## src/rtl/shared_unit_scheduler_pkg.sv

```systemverilog
// shared_unit_scheduler_pkg: width helpers shared by the scheduler, its tag line and its interface
package shared_unit_scheduler_pkg;

    function automatic int clog2(input int n);
        int r;
        r = 0;
        while ((1 << r) < n) r++;
        return r;
    endfunction

    function automatic int id_width(input int num_req);
        return (num_req < 2) ? 1 : clog2(num_req);
    endfunction

    function automatic int cnt_width(input int latency);
        return clog2(latency + 1);
    endfunction

endpackage

```

## src/rtl/shared_unit_scheduler_if.sv

```systemverilog
// shared_unit_scheduler_if: requester/result handshake bundle around the shared unit
interface shared_unit_scheduler_if #(
    parameter int NUM_REQ = 4,
    parameter int LATENCY = 4
);
    import shared_unit_scheduler_pkg::*;

    localparam int ID_W  = id_width(NUM_REQ);
    localparam int CNT_W = cnt_width(LATENCY);

    logic [NUM_REQ-1:0] req_valid;
    logic [NUM_REQ-1:0] req_ready;
    logic               unit_en;
    logic [ID_W-1:0]    unit_sel;
    logic [NUM_REQ-1:0] res_valid;
    logic [NUM_REQ-1:0] res_ready;
    logic [ID_W-1:0]    res_sel;
    logic [CNT_W-1:0]   inflight;

    modport master (
        output req_valid, res_ready,
        input  req_ready, unit_en, unit_sel, res_valid, res_sel, inflight
    );

    modport slave (
        input  req_valid, res_ready,
        output req_ready, unit_en, unit_sel, res_valid, res_sel, inflight
    );

endinterface

```

## src/rtl/shared_unit_scheduler_tag_line.sv

```systemverilog
// sched_tag_line: {valid, id} shift register that mirrors the shared unit's pipeline depth
module sched_tag_line #(
    parameter int LATENCY = 4,
    parameter int ID_W    = 2
) (
    input  logic            clk,
    input  logic            rst_n,
    input  logic            en,
    input  logic            in_v,
    input  logic [ID_W-1:0] in_id,
    output logic            head_v,
    output logic [ID_W-1:0] head_id
);

    logic [LATENCY-1:0]           v_q, v_d;
    logic [LATENCY-1:0][ID_W-1:0] id_q, id_d;

    // shift every stage by one on enable, bubbles included
    always_comb begin
        v_d  = v_q;
        id_d = id_q;
        if (en) begin
            v_d[0]  = in_v;
            id_d[0] = in_id;
            for (int k = 1; k < LATENCY; k++) begin
                v_d[k]  = v_q[k-1];
                id_d[k] = id_q[k-1];
            end
        end
    end

    // stage registers; reset drops every in-flight tag
    always_ff @(posedge clk or negedge rst_n) begin
        if (!rst_n) begin
            v_q  <= '0;
            id_q <= '0;
        end else begin
            v_q  <= v_d;
            id_q <= id_d;
        end
    end

    assign head_v  = v_q[LATENCY-1];
    assign head_id = id_q[LATENCY-1];

endmodule

```

## src/rtl/shared_unit_scheduler.sv

```systemverilog
// shared_unit_scheduler: round-robin sharing of one fixed-latency pipelined unit with result steering
module shared_unit_scheduler
    import shared_unit_scheduler_pkg::*;
#(
    parameter int NUM_REQ = 4,
    parameter int LATENCY = 4
) (
    input logic                    clk,
    input logic                    rst_n,
    shared_unit_scheduler_if.slave bus
);

    localparam int ID_W  = id_width(NUM_REQ);
    localparam int CNT_W = cnt_width(LATENCY);

    logic            head_v;
    logic [ID_W-1:0] head_id;
    logic            advance;
    logic            found;
    logic [ID_W-1:0] g;
    logic            fire;
    logic            pop;
    logic [ID_W-1:0] rr_ptr_q, rr_ptr_d;
    logic [ID_W-1:0] sel_q, sel_d;
    logic [CNT_W-1:0] inflight_q, inflight_d;

    sched_tag_line #(.LATENCY(LATENCY), .ID_W(ID_W)) u_tag_line (
        .clk     (clk),
        .rst_n   (rst_n),
        .en      (advance),
        .in_v    (fire),
        .in_id   (g),
        .head_v  (head_v),
        .head_id (head_id)
    );

    // round-robin pick: the lowest offset from rr_ptr wins, so scan offsets high to low
    always_comb begin
        found = 1'b0;
        g     = '0;
        for (int j = NUM_REQ - 1; j >= 0; j--) begin
            if (bus.req_valid[(int'(rr_ptr_q) + j) % NUM_REQ]) begin
                found = 1'b1;
                g     = ID_W'((int'(rr_ptr_q) + j) % NUM_REQ);
            end
        end
    end

    // handshake, pointer/counter next state and result demux
    always_comb begin
        advance       = !head_v || bus.res_ready[head_id];
        fire          = advance && found;
        pop           = head_v && advance;
        bus.unit_en   = advance;
        bus.unit_sel  = found ? g : sel_q;
        bus.req_ready = fire ? (NUM_REQ'(1) << g) : '0;
        bus.res_valid = head_v ? (NUM_REQ'(1) << head_id) : '0;
        bus.res_sel   = head_id;
        bus.inflight  = inflight_q;
        sel_d         = bus.unit_sel;
        rr_ptr_d      = fire ? ID_W'((int'(g) + 1) % NUM_REQ) : rr_ptr_q;
        inflight_d    = (fire && !pop) ? inflight_q + CNT_W'(1) :
                        (pop && !fire) ? inflight_q - CNT_W'(1) : inflight_q;
    end

    // arbitration pointer, held operand select and occupancy count
    always_ff @(posedge clk or negedge rst_n) begin
        if (!rst_n) begin
            rr_ptr_q   <= '0;
            sel_q      <= '0;
            inflight_q <= '0;
        end else begin
            rr_ptr_q   <= rr_ptr_d;
            sel_q      <= sel_d;
            inflight_q <= inflight_d;
        end
    end

endmodule

```

## src/flat_wrapper.sv

```systemverilog
// flat-port wrapper written by rule: the top's interface ports become plain ports
module shared_unit_scheduler_flat import shared_unit_scheduler_pkg::*;
#(
    parameter int NUM_REQ = 4,
    parameter int LATENCY = 4
)
  (clk, rst_n, bus_req_valid, bus_res_ready, bus_req_ready, bus_unit_en, bus_unit_sel, bus_res_valid, bus_res_sel, bus_inflight);
  shared_unit_scheduler_if #(.NUM_REQ(NUM_REQ), .LATENCY(LATENCY)) bus_i ();
  input logic clk;
  input logic rst_n;
  input wire logic [$bits(bus_i.req_valid)-1:0] bus_req_valid;
  input wire logic [$bits(bus_i.res_ready)-1:0] bus_res_ready;
  output wire logic [$bits(bus_i.req_ready)-1:0] bus_req_ready;
  output wire logic [$bits(bus_i.unit_en)-1:0] bus_unit_en;
  output wire logic [$bits(bus_i.unit_sel)-1:0] bus_unit_sel;
  output wire logic [$bits(bus_i.res_valid)-1:0] bus_res_valid;
  output wire logic [$bits(bus_i.res_sel)-1:0] bus_res_sel;
  output wire logic [$bits(bus_i.inflight)-1:0] bus_inflight;
  assign bus_i.req_valid = bus_req_valid;
  assign bus_i.res_ready = bus_res_ready;
  assign bus_req_ready = bus_i.req_ready;
  assign bus_unit_en = bus_i.unit_en;
  assign bus_unit_sel = bus_i.unit_sel;
  assign bus_res_valid = bus_i.res_valid;
  assign bus_res_sel = bus_i.res_sel;
  assign bus_inflight = bus_i.inflight;
  shared_unit_scheduler #(.NUM_REQ(NUM_REQ), .LATENCY(LATENCY)) u_core (.clk(clk), .rst_n(rst_n), .bus(bus_i));
endmodule
```

## config.mk

```make
export PLATFORM = sky130hd
export DESIGN_NAME = shared_unit_scheduler_flat
export DESIGN_NICKNAME = d
export VERILOG_FILES = /design/src/rtl/shared_unit_scheduler_pkg.sv /design/src/rtl/shared_unit_scheduler_if.sv /design/src/rtl/shared_unit_scheduler_tag_line.sv /design/src/rtl/shared_unit_scheduler.sv /design/src/flat_wrapper.sv
export SDC_FILE = /design/constraint.sdc
export NUM_CORES = 1
export LEC_CHECK = 0
export CAP_MARGIN = 25
export CORE_UTILIZATION = 54
export CTS_BUF_LIST = sky130_fd_sc_hd__clkbuf_8
export CTS_CLUSTER_SIZE = 10
export DETAILED_ROUTE_END_ITERATION = 12
export PLACE_DENSITY_LB_ADDON = 0.2
export SLEW_MARGIN = 0
export SYNTH_ARGS = -nofsm -noshare
export SYNTH_HDL_FRONTEND = slang
export SYNTH_SLANG_ARGS = --single-unit
```

## constraint.sdc

```tcl
create_clock -name clk -period 4.54 [get_ports clk]
set_input_delay 0.908 -clock clk [delete_from_list [all_inputs] [get_ports clk]]
set_output_delay 0.908 -clock clk [all_outputs]
set_load 0.02 [all_outputs]
```

==> flow_summary.toml, run 1 <==
[logic_synthesis]
synth-compound-area-share = 0.114
synth.distinct_cells = 30
synthFlopType = "dfrtp_1"
netlist_instances = 86
synthMuxAreaShare = 0.161
synth-simple-area-share = 0.112
synth_top_family_by_area = "multiplexers"
synth_area_sq_um = 1030
ys_warn_count = 0
synth_fp_nets = 102
synth.yosys.seq_area_share = 0.461
synth-async-reset-ratio = 1.00
synthAdderAreaFrac = 0.0800
synthXorXnorAreaFrac = 0.0255
syn_area_per_cell_sq_um = 12.0
synth_edf_count = 0
synth-seq-cells = 19

[critical_path]
crit_path_end_kind = "output pin"
path_class = "in2out"
rr_worst_depth = 6
cp.arrival_ps = 3120
slowest_delay_ps = 560
crit_top_cell = "clkdlybuf4s50_1"
worstSetupStartpointType = "primary input"
cp_slowest_cell = "clkdlybuf4s50_1"
reg2reg_from = "u_core.u_tag_line.head_id[1]"
critPathMaxFanout = 6
crit_chain = "clkdlybuf4s50_1, a21oi_1, o21a_1, o22ai_1, inv_1, ha_1, and2_2, clkdlybuf4s50_1"
crit_buf_inv = 3
r2r-end = "u_core.bus.inflight[1]"
path_delay_family = "buffers and inverters"
crit_required_ps = 3630
r2r_setup_slack_ps = 2260

[die]
pin_count = 26
dieHeight_um = 45.7
core.rowCount = 15
die_x_um = 45.7
die-area_sq_um = 2090
core_area_sq_um = 1760
start_util = 0.585

[global_routing]
grt_pass1_vias = 706
grt_pass1_wl_mm = 2.93
antenna_found_initial = 0
track_usage = 0.193
grt_max_degree = 20
grt_overflow = 0

[place]
place_congestion = 0.759
post-place-ws_ps = 484
port_buffers = 25
dpl_cell_area_sq_um = 1290
place_hpwl_mm = 1.34

[cts]
cts_buffers = 3
cts_max_level = 1
clkSinkCount = 19
hold_buffers = 0
cts_resized = 0
clkLatencyLatePin_ps = 250
clockBufferDepth = 2
tritoncts = "done"
cts_setup_buffers = 0
cts_root_buffer = "clkbuf_8"
cts.clk_slew.worst_paths_ps = 70

[worst_hold_path]
holdCritPathClass = "reg2reg"
min-delay-start = "u_core.bus.inflight[2]"
min_delay_path_depth = 1
min_to = "u_core.bus.inflight[2]"

[routing]
vias_per_cell = 5.26
drc = 0
drt_iter0_markers = 2
antenna_left = 0
wl_per_cell_um = 12.6
routed_wl_mm = 1.73
vias = 720
first_pass_iters = 4

[timing]
final_max_slew_viol_count = 0
slew_headroom = 0.446
fin_skew_ps = 5.12
setup_violations = 0
rsz0062_at_grt = "false"
max_freq_mhz = 248
worstMarginPinSlew_ps = 828
period_share = 0.887
fin_crit_ps = 4030
hold_violations = 0
fin_setup_tns_ps = 0
whs_ps = 462
fin_ws_ps = 512

[pwr]
power_density_nw_per_um2 = 825
p_leak_nw = 0.586
ir_worst_vdd_mv = 0.519

[cells_and_area]
utilization = 0.756
syn2layout_area_growth_pct = 29.2
antenna_cells = 0
layout-drive-gt1-share = 0.241
finalNetCount = 129
stdcell_area_sq_um = 1330

[status]
outcome = "finished clean"

[job]
drv_cap = 0
==> registers in the layout, indices dropped and copies added (netlist names) <==
| signal | flops |
|---|---|
| u_core.sel_q | 2 |
| u_core.u_tag_line.head_id | 2 |
| u_core.rr_ptr_q | 2 |
| u_core.bus.inflight | 3 |
| u_core.u_tag_line.id_q | 6 |
| u_core.u_tag_line.v_q | 4 |
==> power by group <==
group	internal [mW]	switching [mW]
Sequential	0.259	0.0674
Clock	0.0608	0.0533
Combinational	0.347	0.312
Total	0.668	0.433
==> cells in the final DEF (no fill, tap or decap), drive strengths merged <==
| cell | n |
|---|---|
| xor2 | 2 |
| or2 | 1 |
| a21oi | 4 |
| nand2b | 2 |
| and2 | 4 |
| dfrtp | 19 |
| a211oi | 1 |
| nor2 | 5 |
| and3 | 1 |
| clkdlybuf4s50 | 25 |
| or4 | 1 |
| mux2i | 2 |
| o21ai | 3 |
| nor4 | 1 |
| clkinv | 1 |
| o221a | 1 |
| nor3b | 1 |
| ha | 5 |
| xnor2 | 1 |
| o22ai | 2 |
| mux2 | 12 |
| inv | 6 |
| o21a | 1 |
| clkbuf | 3 |
| nand2 | 5 |
| fa | 1 |
| a21o | 2 |
==> cell type report <==
| class | count | area (sq um) |
|---|---|---|
| Multi-Input combinational cell | 58 | 508 |
| Sequential cell | 19 | 475 |
| Fill cell | 133 | 430 |
| Timing Repair Buffer | 25 | 250 |
| Clock buffer | 3 | 41.3 |
| Tap cell | 25 | 31.3 |
| Inverter | 6 | 22.5 |
| Clock inverter | 1 | 5.00 |
==> metal layers <==
| layer | vias up | track usage | share of wire |
|---|---|---|---|
| met1 | 351 | 0.237 | 0.43 |
| met5 | - | 0 | 0 |
| met3 | 2 | 0.0476 | 0.059 |
| met2 | 20 | 0.346 | 0.51 |
| met4 | 0 | 0.0353 | 0.0023 |
| li1 | 347 | - | - |
==> cell families (layout without fill, tap and decap cells) <==
family | after synthesis | after routing
adder cells (fa/ha/maj) | 6 | 6
XOR/XNOR | 3 | 3
multiplexers | 14 | 14
buffers and inverters | 9 | 35
AND/OR/NAND/NOR | 21 | 21
flip-flops | 19 | 19
AO/OA/AOI/OAI | 14 | 14
==> Yosys cell counts (2+ instances only) <==
cell / n / area (sq um)
a21oi_1: 4 / 20.0
and2_2: 4 / 30.0
buf_4: 2 / 15.0
dfrtp_1: 19 / 475
ha_1: 5 / 62.6
inv_1: 5 / 18.8
mux2_2: 9 / 101
mux2_4: 3 / 45.0
mux2i_1: 2 / 20.0
nand2_1: 5 / 18.8
nand2b_1: 2 / 12.5
nor2_1: 5 / 18.8
o21ai_0: 3 / 15.0
xor2_1: 2 / 17.5
==> how the worst max path moves through the flow <==
stage	startpoint	endpoint	slack, ps	cells past startpoint
6_report	bus_req_valid[0]	bus_req_ready[3]	510	8
5_1_grt	bus_req_valid[0]	bus_req_ready[3]	410	8
4_1_cts	bus_req_valid[0]	bus_req_ready[3]	490	8
3_5_place_dp	bus_req_valid[0]	bus_req_ready[3]	480	8
3_3_place_gp	bus_req_valid[0]	bus_req_ready[3]	530	8
2_1_floorplan	bus_req_valid[0]	bus_req_ready[0]	1770	5
==> through the flow <==
stage               std cells  total power, mW
finish                    137             1.10
global route              137             1.19
CTS                       137             1.11
detailed placement        133            0.994
global placement          133            0.968
floorplan                  86            0.800
Note: power is estimated with default switching activity, not from simulation.
==> run 2, diff against run 1 <==
--- a/config.mk
+++ b/config.mk
@@ -6,11 +6,12 @@
 export NUM_CORES = 1
 export LEC_CHECK = 0
 export CAP_MARGIN = 25
-export CORE_UTILIZATION = 54
+export CORE_UTILIZATION = 50
 export CTS_BUF_LIST = sky130_fd_sc_hd__clkbuf_8
 export CTS_CLUSTER_SIZE = 10
 export DETAILED_ROUTE_END_ITERATION = 12
 export PLACE_DENSITY_LB_ADDON = 0.2
+export SKIP_CTS_REPAIR_TIMING = 1
 export SLEW_MARGIN = 0
 export SYNTH_ARGS = -nofsm -noshare
 export SYNTH_HDL_FRONTEND = slang
==> constraint.sdc (replaced) <==
create_clock -name clk -period 3.8 [get_ports clk]
set_input_delay 0.76 -clock clk [delete_from_list [all_inputs] [get_ports clk]]
set_output_delay 0.76 -clock clk [all_outputs]
set_load 0.02 [all_outputs]
==> run 2 against run 1 <==
  * Non-clock buffer count rose by 2
  * Sequential share of layout area fell by 0.62 points
  * Total power rose by 22%
==> flow_summary.toml, run 2 (same netlist as run 1, synthesis figures left out) <==
[cells_and_area]
largest_register = "u_core.u_tag_line.id_q"
final_common_cell = "clkdlybuf4s50_1"
most-common-layout-cells = "clkdlybuf4s50_1, dfrtp_1, mux2_2"
antenna_cells = 0
final_cells = 141
finalNetCount = 131
largest_reg_flops = 6
syn2layout_area_growth_pct = 31.5
utilization = 0.699
layout-drive-gt1-share = 0.263

[routing]
vias = 711
first_pass_iters = 4
routed_wl_mm = 1.94
vias_per_cell = 5.04
drt_iter0_markers = 11
antenna_left = 0
wl_per_cell_um = 13.7
drc = 0

[critical_path]
critPathMaxFanout = 6
slowest_delay_ps = 570
crit_chain = "clkdlybuf4s50_1, mux2i_1, a211oi_2, inv_1, ha_1, and2_2, clkdlybuf4s50_1"
crit_buf_inv = 3
crit_start = "bus_req_valid[1]"
path_class = "in2out"
cp_slowest_cell = "clkdlybuf4s50_1"
crit_required_ps = 3040
crit_path_end_kind = "output pin"
r2r_setup_slack_ps = 1540
reg2reg_from = "u_core.u_tag_line.head_id[1]"
r2r-end = "u_core.bus.inflight[1]"
cp.arrival_ps = 2850
crit_end = "bus_req_ready[2]"
rr_worst_depth = 6
path_depth = 7
path_delay_family = "buffers and inverters"
worstSetupStartpointType = "primary input"
crit_top_cell = "clkdlybuf4s50_1"

[job]
drv_cap = 0

[timing]
fin_skew_ps = 4.10
setup_violations = 0
hold_violations = 0
fin_crit_ps = 3610
max_freq_mhz = 277
slew_headroom = 0.431
worstMarginPinSlew_ps = 851
rsz0062_at_grt = "false"
fin_setup_tns_ps = 0
final_max_slew_viol_count = 0
period_share = 0.949

[global_routing]
grt_pass1_wl_mm = 3.06
grt_overflow = 0
grt_max_degree = 20
grt_pass1_vias = 711
track_usage = 0.203
antenna_found_initial = 0

[cts]
clkLatencyLatePin_ps = 260
cts.clk_slew.worst_paths_ps = 70
clkSinkCount = 19
cts_buffers = 3
tritoncts = "done"
clockBufferDepth = 2
cts_root_buffer = "clkbuf_8"
cts_max_level = 1

[die]
core_area_sq_um = 1940
die_x_um = 47.4
pin_count = 26
die-area_sq_um = 2250
start_util = 0.532
core.rowCount = 16
dieHeight_um = 47.4

[place]
port_buffers = 25
place_congestion = 0.752
dp.cells = 137
place_hpwl_mm = 1.49

[pwr]
clkPwrFrac = 0.106
p_int_uw = 813
pwr-share-seq = 0.291
p_sw_uw = 532
ir_worst_vdd_mv = 0.532
p_leak_nw = 0.599
p_sw_frac = 0.395
power_density_nw_per_um2 = 991
pwr-share-comb = 0.603

[status]
outcome = "finished clean"

[worst_hold_path]
holdCritPathClass = "reg2reg"
==> run 2: metal layers <==
| metal | track usage | wire (um) | vias up |
|---|---|---|---|
| met5 | 0 | 0 | - |
| met4 | 0.126 | 51 | 0 |
| met3 | 0.0415 | 92 | 7 |
| met2 | 0.351 | 953 | 23 |
| met1 | 0.229 | 839 | 329 |
| li1 | - | - | 352 |
==> run 2: worst min-delay path by stage <==
stage,cells past startpoint,slack [ps],startpoint,to
6_report,1,470,u_core.sel_q[0],u_core.sel_q[0]
3_3_place_gp,1,450,u_core.u_tag_line.v_q[2],u_core.u_tag_line.v_q[3]
4_1_cts,1,480,u_core.u_tag_line.v_q[2],u_core.u_tag_line.v_q[3]
5_1_grt,2,500,u_core.sel_q[1],u_core.sel_q[1]
2_1_floorplan,1,430,u_core.u_tag_line.v_q[2],u_core.u_tag_line.v_q[3]
3_5_place_dp,1,460,u_core.u_tag_line.v_q[2],u_core.u_tag_line.v_q[3]
==> run 2: power by group through the flow <==
stage	sequential (mW)	combinational [mW]	clock, mW
3_5_place_dp	0.397	0.814	0
2_1_floorplan	0.395	0.560	0
6_report	0.391	0.811	0.143
5_1_grt	0.410	0.896	0.151
3_3_place_gp	0.389	0.790	0
4_1_cts	0.392	0.819	0.148
==> run 2: cell type report <==
| class | instances | area, sq um |
|---|---|---|
| clock buffers | 3 | 41.3 |
| clock inverters | 1 | 5.00 |
| fillers | 165 | 584 |
| inverters | 6 | 22.5 |
| multi-input cells | 58 | 514 |
| flip-flops and latches | 19 | 475 |
| well taps | 27 | 33.8 |
| repair buffers | 27 | 265 |
==> run 2: stage by stage <==
stage | power (mW) | hold WS (ps) | area (sq um) | worst slack, ps
finish | 1.34 | 471 | 1360 | 193
global route | 1.46 | 498 | 1360 | 82.4
floorplan | 0.955 | 433 | 1030 | 1310
global placement | 1.18 | 449 | 1310 | 189
CTS | 1.36 | 478 | 1350 | 110
detailed placement | 1.21 | 457 | 1310 | 99.2
